[config.mk]
export PLATFORM = sky130hd
export DESIGN_NAME = blit_ram_arb
export DESIGN_NICKNAME = d
export VERILOG_FILES = /design/src/rtl/blit_pkg.sv /design/src/rtl/blit_req_slot.sv /design/src/rtl/blit_ram_arb.sv
export SDC_FILE = /design/constraint.sdc
export NUM_CORES = 1
export LEC_CHECK = 0
export CORE_MARGIN = 2
export CORE_UTILIZATION = 25
export CTS_BUF_LIST = sky130_fd_sc_hd__clkbuf_8
export DETAILED_ROUTE_END_ITERATION = 10
export PLACE_DENSITY = 0.57
export SLEW_MARGIN = 5
export SYNTH_ARGS = -nofsm -noshare
export SYNTH_HDL_FRONTEND = slang
export SYNTH_SLANG_ARGS = --single-unit
[constraint.sdc]
create_clock -name clk -period 2.25 [get_ports clk]
set_input_delay 0.5625 -clock clk [delete_from_list [all_inputs] [get_ports clk]]
set_output_delay 0.5625 -clock clk [all_outputs]
set_load 0.01 [all_outputs]
[src/rtl/blit_pkg.sv]
// Shared definitions for the blitter RAM arbiter: state encodings, bus widths, parameter defaults.
package blit_pkg;

  localparam int ADDR_W          = 18;
  localparam int DATA_W          = 16;
  localparam int DEF_MAX_VID_RUN = 4;
  localparam int DEF_TIMEOUT     = 255;

  typedef enum logic [1:0] {
    ST_IDLE = 2'd0,
    ST_CPU  = 2'd1,
    ST_VID  = 2'd2
  } arb_state_t;

endpackage

[src/rtl/blit_req_slot.sv]
// One pending-request slot: captures a request pulse, holds it until cleared.
// o_vld/o_* also reflect a same-cycle pulse so an idle arbiter can grant with 1-cycle latency.
module blit_req_slot
  import blit_pkg::*;
(
  input  logic              clk,
  input  logic              rst,
  input  logic              i_req,
  input  logic [ADDR_W-1:0] i_addr,
  input  logic [DATA_W-1:0] i_wdata,
  input  logic [1:0]        i_wstrb,
  input  logic              i_we,
  input  logic              i_clr,
  output logic              o_vld,
  output logic [ADDR_W-1:0] o_addr,
  output logic [DATA_W-1:0] o_wdata,
  output logic [1:0]        o_wstrb,
  output logic              o_we
);

  logic              r_pend;
  logic [ADDR_W-1:0] r_addr;
  logic [DATA_W-1:0] r_wdata;
  logic [1:0]        r_wstrb;
  logic              r_we;

  // A pulse while already pending is dropped; the completing clear wins over it.
  always_ff @(posedge clk) begin
    if (rst) begin
      r_pend  <= 1'b0;
      r_addr  <= '0;
      r_wdata <= '0;
      r_wstrb <= 2'b00;
      r_we    <= 1'b0;
    end else if (i_clr) begin
      r_pend <= 1'b0;
    end else if (i_req && !r_pend) begin
      r_pend  <= 1'b1;
      r_addr  <= i_addr;
      r_wdata <= i_wdata;
      r_wstrb <= i_wstrb;
      r_we    <= i_we;
    end
  end

  assign o_vld   = r_pend | i_req;
  assign o_addr  = r_pend ? r_addr  : i_addr;
  assign o_wdata = r_pend ? r_wdata : i_wdata;
  assign o_wstrb = r_pend ? r_wstrb : i_wstrb;
  assign o_we    = r_pend ? r_we    : i_we;

endmodule

[src/rtl/blit_ram_arb.sv]
// CPU/video arbiter for the shared blitter RAM; video wins until MAX_VID_RUN grants starve a waiting CPU.
// Request-to-mem_req latency 1 cycle, one access in flight; BLIT_ARB_TIMEOUT_EN adds an mem_ack watchdog.
module blit_ram_arb
  import blit_pkg::*;
#(
  parameter int MAX_VID_RUN = DEF_MAX_VID_RUN,
  parameter int TIMEOUT     = DEF_TIMEOUT
) (
  input  logic              clk,
  input  logic              rst,
  input  logic              cpu_ram_req,
  input  logic [ADDR_W-1:0] cpu_ram_addr,
  input  logic [DATA_W-1:0] cpu_ram_wdata,
  input  logic [1:0]        cpu_ram_wstrb,
  input  logic              cpu_ram_we,
  output logic              cpu_ram_ack,
  output logic [DATA_W-1:0] cpu_ram_rdata,
  input  logic              vid_req,
  input  logic [ADDR_W-1:0] vid_addr,
  output logic              vid_ack,
  output logic [DATA_W-1:0] vid_rdata,
  output logic              mem_req,
  output logic [ADDR_W-1:0] mem_addr,
  output logic [DATA_W-1:0] mem_wdata,
  output logic [1:0]        mem_wstrb,
  output logic              mem_we,
  input  logic              mem_ack,
  input  logic [DATA_W-1:0] mem_rdata,
  output logic              timeout_err
);

  localparam int RUN_W = (MAX_VID_RUN < 1) ? 1 : $clog2(MAX_VID_RUN + 1);

  if (MAX_VID_RUN < 1 || TIMEOUT < 1) begin : g_bad_param
    $error("blit_ram_arb: MAX_VID_RUN and TIMEOUT must be at least 1");
  end

  arb_state_t        r_state;
  logic [RUN_W-1:0]  r_vid_run;
  logic              w_tmo;
  logic              w_cpu_clr, w_vid_clr;
  logic              w_cpu_vld, w_vid_vld;
  logic [ADDR_W-1:0] w_cpu_addr, w_vid_addr;
  logic [DATA_W-1:0] w_cpu_wdata, w_vid_wdata;
  logic [1:0]        w_cpu_wstrb, w_vid_wstrb;
  logic              w_cpu_we, w_vid_we;
  logic              w_vid_starved;

  assign w_cpu_clr     = (r_state == ST_CPU) && (mem_ack || w_tmo);
  assign w_vid_clr     = (r_state == ST_VID) && (mem_ack || w_tmo);
  assign w_vid_starved = w_cpu_vld && (r_vid_run == RUN_W'(MAX_VID_RUN));

  blit_req_slot u_cpu_slot (
    .clk     (clk),
    .rst     (rst),
    .i_req   (cpu_ram_req),
    .i_addr  (cpu_ram_addr),
    .i_wdata (cpu_ram_wdata),
    .i_wstrb (cpu_ram_wstrb),
    .i_we    (cpu_ram_we),
    .i_clr   (w_cpu_clr),
    .o_vld   (w_cpu_vld),
    .o_addr  (w_cpu_addr),
    .o_wdata (w_cpu_wdata),
    .o_wstrb (w_cpu_wstrb),
    .o_we    (w_cpu_we)
  );

  // Video write fields are tied off so every video grant is a plain read.
  blit_req_slot u_vid_slot (
    .clk     (clk),
    .rst     (rst),
    .i_req   (vid_req),
    .i_addr  (vid_addr),
    .i_wdata ('0),
    .i_wstrb (2'b00),
    .i_we    (1'b0),
    .i_clr   (w_vid_clr),
    .o_vld   (w_vid_vld),
    .o_addr  (w_vid_addr),
    .o_wdata (w_vid_wdata),
    .o_wstrb (w_vid_wstrb),
    .o_we    (w_vid_we)
  );

`ifdef BLIT_ARB_TIMEOUT_EN
  localparam int TMO_W = (TIMEOUT > 1) ? $clog2(TIMEOUT) : 1;
  logic [TMO_W-1:0] r_tmo_cnt;
  assign w_tmo = (r_state != ST_IDLE) && !mem_ack && (r_tmo_cnt == TMO_W'(TIMEOUT - 1));
`else
  assign w_tmo       = 1'b0;
  assign timeout_err = 1'b0;
`endif

  always_ff @(posedge clk) begin
    if (rst) begin
      r_state       <= ST_IDLE;
      r_vid_run     <= '0;
      mem_req       <= 1'b0;
      mem_addr      <= '0;
      mem_wdata     <= '0;
      mem_wstrb     <= 2'b00;
      mem_we        <= 1'b0;
      cpu_ram_ack   <= 1'b0;
      cpu_ram_rdata <= '0;
      vid_ack       <= 1'b0;
      vid_rdata     <= '0;
`ifdef BLIT_ARB_TIMEOUT_EN
      r_tmo_cnt     <= '0;
      timeout_err   <= 1'b0;
`endif
    end else begin
      mem_req     <= 1'b0;
      cpu_ram_ack <= 1'b0;
      vid_ack     <= 1'b0;
      case (r_state)
        ST_IDLE: begin
          if (w_vid_vld && !w_vid_starved) begin
            r_state   <= ST_VID;
            mem_req   <= 1'b1;
            mem_addr  <= w_vid_addr;
            mem_wdata <= w_vid_wdata;
            mem_wstrb <= w_vid_wstrb;
            mem_we    <= w_vid_we;
            if (w_cpu_vld) r_vid_run <= r_vid_run + 1'b1;
          end else if (w_cpu_vld) begin
            r_state   <= ST_CPU;
            mem_req   <= 1'b1;
            mem_addr  <= w_cpu_addr;
            mem_wdata <= w_cpu_wdata;
            mem_wstrb <= w_cpu_wstrb;
            mem_we    <= w_cpu_we;
            r_vid_run <= '0;
          end
        end
        ST_CPU: begin
          if (mem_ack) begin
            cpu_ram_ack   <= 1'b1;
            cpu_ram_rdata <= mem_rdata;
            r_state       <= ST_IDLE;
          end else if (w_tmo) begin
            cpu_ram_ack   <= 1'b1;
            cpu_ram_rdata <= 16'hFFFF;
            r_state       <= ST_IDLE;
          end
        end
        ST_VID: begin
          if (mem_ack) begin
            vid_ack   <= 1'b1;
            vid_rdata <= mem_rdata;
            r_state   <= ST_IDLE;
          end else if (w_tmo) begin
            vid_ack   <= 1'b1;
            vid_rdata <= 16'hFFFF;
            r_state   <= ST_IDLE;
          end
        end
        default: r_state <= ST_IDLE;
      endcase
      // Starvation count only matters while the CPU is actually waiting.
      if (!w_cpu_vld) r_vid_run <= '0;
`ifdef BLIT_ARB_TIMEOUT_EN
      timeout_err <= w_tmo;
      if (r_state == ST_IDLE || mem_ack || w_tmo) r_tmo_cnt <= '0;
      else                                        r_tmo_cnt <= r_tmo_cnt + 1'b1;
`endif
    end
  end

endmodule

==> summary by stage <==
Placed design
OpenSTA, run right after detailed placement, puts the worst setup slack at -0.0894 ns. The total of buffers placed on input and output ports is 147. Routability-driven placement finished with a final weighted congestion of 0.713. Summing all placed instances gives a cell area of 7370 sq um.

The detailed placement HPWL is 10300 um.

Synth
The average footprint of a synthesized cell is 9.20 sq um. The proportion of synthesized chip area in sequential cells is 48.0%. The most instantiated flip-flop cell in the synthesis netlist is dfxtp_1. The count of synthesis-stage warnings from yosys is 0. The synthesized netlist net count is 688. For this run, asynchronously set or reset flops after synthesis account for 0%. The count of mapped cells out of synthesis is 607. After synthesis, the largest area contributor takes up 48.0% of total cell area.

After synthesis, the largest family of logic cells by area is compound AO/OA/AOI/OAI gates. The area share of xor/xnor cells in the synthesized design is 0%. The synthesized-area fraction occupied by and/or/nand/nor cells is 18.8%.

The count of different cell masters after synthesis is 34. By area the synthesized netlist is led by dfxtp_1 48%, nand2_1 7.3%, a21oi_1 5.1%, a211oi_1 4.8%, nor2b_1 4.1%. The cell type with the largest total area after synthesis is dfxtp_1. The synthesized design contains 0 enable-type register cells.

The synthesized netlist devotes 19.2% of its cell area to compound gates. The post-synthesis sequential element count is 134. The netlist area before placement is 5580 sq um. The share of synthesized area spent on multiplexers is 7.26%. Summing the areas of all fa, ha and maj instances in the mapped netlist gives 1.12% of the synthesized area.

Final layout
The filler cells instantiated in the layout total 2255. The total number of nets in the final design is 829. The area growth from synthesis to layout is 38.6%. The antenna diode count is 0. In the final layout, the share of cells above drive strength 1 is 10.8%. After routing the design area is 7740 sq um. At the end of the flow the core is filled with cells to 35.4%.

Clock tree
CTS placed an instance of clkbuf_8 at the clock tree root. Gates resized during post-CTS repair numbered 0. The clock sink count is 134. The clock transition at the registers of the reported paths is 0.08 ns. The number of buffers created by CTS is 17. Hold repair after CTS inserted 0 buffers. TritonCTS built the clock tree. In this run the deepest clock path goes through 2 buffers.

The H-tree was split into 4 levels. Clock latency on the worst-skew pair, taken at its later pin, is 0.43 ns. Once the clock tree was built, the setup fixing pass inserted 0 buffers.

Floorplan
For this design the top-level I/O count stands at 149. The number of placement rows is 54. The vertical die dimension is 153 um. The die covers 23500 sq um. For this configuration, the core starts out at a cell density of 25.5%. The die boundary width is 153 um.

The core area is 21900 sq um.

Timing
The worst-margin pin slew is 0.549 ns. Setup repair after global routing left no endpoint under its margin. The upper clock frequency limit is 519 MHz. The number of hold violations in the final report is 0. On the final layout, the worst clock skew is 0.0107 ns.

The remaining max-slew budget at the tightest pin is 63.3%. The ratio of final minimum period to clock period is 85.7%. Setup violations remaining at the end of the flow were counted as 0.

The final critical delay including setup and external delays is 1.93 ns. The worst setup margin is 0.322 ns. The max-slew violation count is 0.

Power and ir drop
VDD sags by at most 0.000302 V. For this design the ratio of total power to cell area is 748 nW/um^2. The standby leakage power is 2.83 nW.

Drt
The detail-routed via count per cell is 4.54. After detailed routing, the number of remaining DRC violations is 0. In this run the remaining antenna-violating nets after routing total 0.

The per-cell routed wire length is 15.4 um. The number of DRC markers in iteration 0 is 177. Wires add up to 16000 um. The first detailed-routing pass took 4 iterations.

The routed via count is 4725.

Worst setup path
The critical path is of the reg2out type. The most critical setup path has its startpoint at mem_wdata[3]. The biggest cell delay along the critical path is 0.60 ns. The critical path startpoint category is a register. Walking the worst path, the cells encountered are clkdlybuf4s50_1. The launching point of the worst reg2reg path is r_state[1]. The worst path buffer plus inverter count is 1. The dominant delay contributor by cell family on the critical path is buffers and inverters. STA classifies the critical path endpoint as a primary output. The maximum fanout along the worst path is 2. STA puts the critical path data required time at 1.69 ns. Among all stages on the critical path, the largest delay is contributed by clkdlybuf4s50_1. The data arrival time of the worst path is 1.37 ns.

Global routing
The via count of the first global-routing pass is 4786. The global-route total usage across every layer is 13.8%. Summed over all layers, the global routing overflow is 0. The first global-routing pass estimated 26000 um of wire. Entering global routing, the biggest net connects 54 pins. The initial antenna violation count is 0.

Hold path
The hold path startpoint is u_cpu_slot.r_wstrb[1]. The tightest min-delay check is of the reg2reg type.

Status
The run finished with clean final reports.

Run
Across the run, the number of max-cap violations was 0.
## final cells by class
type	count	area [sq um]	area share [%]
Tap cell	280	350	4.53
Timing Repair Buffer	171	1720	22.3
Inverter	5	18.8	0.242
Clock inverter	13	110	1.42
Multi-Input combinational cell	419	2590	33.5
Sequential cell	134	2680	34.7
Clock buffer	19	262	3.38
## path summary, 6_finish.rpt
path,endpoint,slack (ns),cells after the start
worst max-delay path,mem_wdata[3],0.32,1
worst min-delay path,u_cpu_slot.r_wstrb[1],0.45,2
worst max register to register,mem_addr[3],0.45,6
worst min register to register,u_cpu_slot.r_wstrb[1],0.45,2
## metrics by stage
step	power, mW	hold WS (ns)	setup TNS (ns)	std cells
final	5.79	0.452	0	1041
after global routing	6.13	0.461	0	1041
after CTS	5.91	0.453	0	1041
after detailed placement	3.95	0.445	-1.40	1009
after global placement	3.94	0.438	-1.66	1009
after floorplan	3.39	0.433	0	607
## kinds of logic after synthesis
group | Yosys count
compound gates | 154
fa+ha+maj | 5
buf+inv | 54
flops | 134
mux | 38
other cells | 1
simple gates | 221
## sequential cells by signal, indices dropped and copies added, names as in the netlist
| register | flops |
|---|---|
| r_vid_run | 3 |
| vid_rdata | 16 |
| mem_wdata | 16 |
| cpu_ram_ack | 1 |
| u_cpu_slot.r_addr | 18 |
| u_cpu_slot.r_wstrb | 2 |
| mem_addr | 18 |
| mem_we | 1 |
| u_cpu_slot.r_we | 1 |
| vid_ack | 1 |
| r_state | 2 |
| mem_req | 1 |
| u_cpu_slot.r_pend | 1 |
| mem_wstrb | 2 |
| cpu_ram_rdata | 16 |
| u_vid_slot.r_addr | 18 |
| u_cpu_slot.r_wdata | 16 |
| u_vid_slot.r_pend | 1 |
## routing by layer
metal / share of wire, % / track usage [%] / vias up
li1: - / - / 2398
met1: 47 / 17.8 / 2198
met2: 45 / 22.3 / 116
met3: 6.2 / 4.42 / 13
met4: 0.96 / 3.80 / 0
met5: 0 / 0 / -
## power breakdown
part | switching, mW | total, mW | internal (mW) | leakage [nW]
logic | 0.612 | 1.23 | 0.618 | 1.54
clock network | 0.983 | 1.91 | 0.924 | 0.190
registers | 0.0996 | 2.66 | 2.56 | 1.10
total | 1.69 | 5.79 | 4.10 | 2.83
## placed cells by master, fill, tap and decap left out, types with 3 or more instances in the layout
cell	netlist	final
inv_1	5	7
nor2_1	40	40
a21oi_1	57	57
clkbuf_8	0	19
dfxtp_1	134	133
ha_1	5	5
clkinv_4	0	4
clkinv_2	0	3
nor2b_1	37	37
a211oi_1	36	36
a22oi_1	21	21
mux2_2	20	20
o31ai_1	18	18
nand2b_1	3	3
mux2i_1	18	18
a22o_1	16	16
clkdlybuf4s50_1	0	146
nand3_1	3	3
buf_4	8	19
nand3b_1	21	21
nand2_1	108	108
buf_12	0	6
clkinvlp_4	0	3
## Yosys cell counts, types with 2 or more instances
master / instances
a211oi_1: 36
a21oi_1: 57
a22o_1: 16
a22oi_1: 21
and2_1: 2
buf_2: 13
buf_4: 8
buf_6: 8
clkbuf_1: 20
dfxtp_1: 134
ha_1: 5
inv_1: 5
mux2_2: 20
mux2i_1: 18
nand2_1: 108
nand2b_1: 3
nand3_1: 3
nand3b_1: 21
nor2_1: 40
nor2b_1: 37
o31ai_1: 18
o32ai_1: 2
Power figures use the tool's default switching activity.
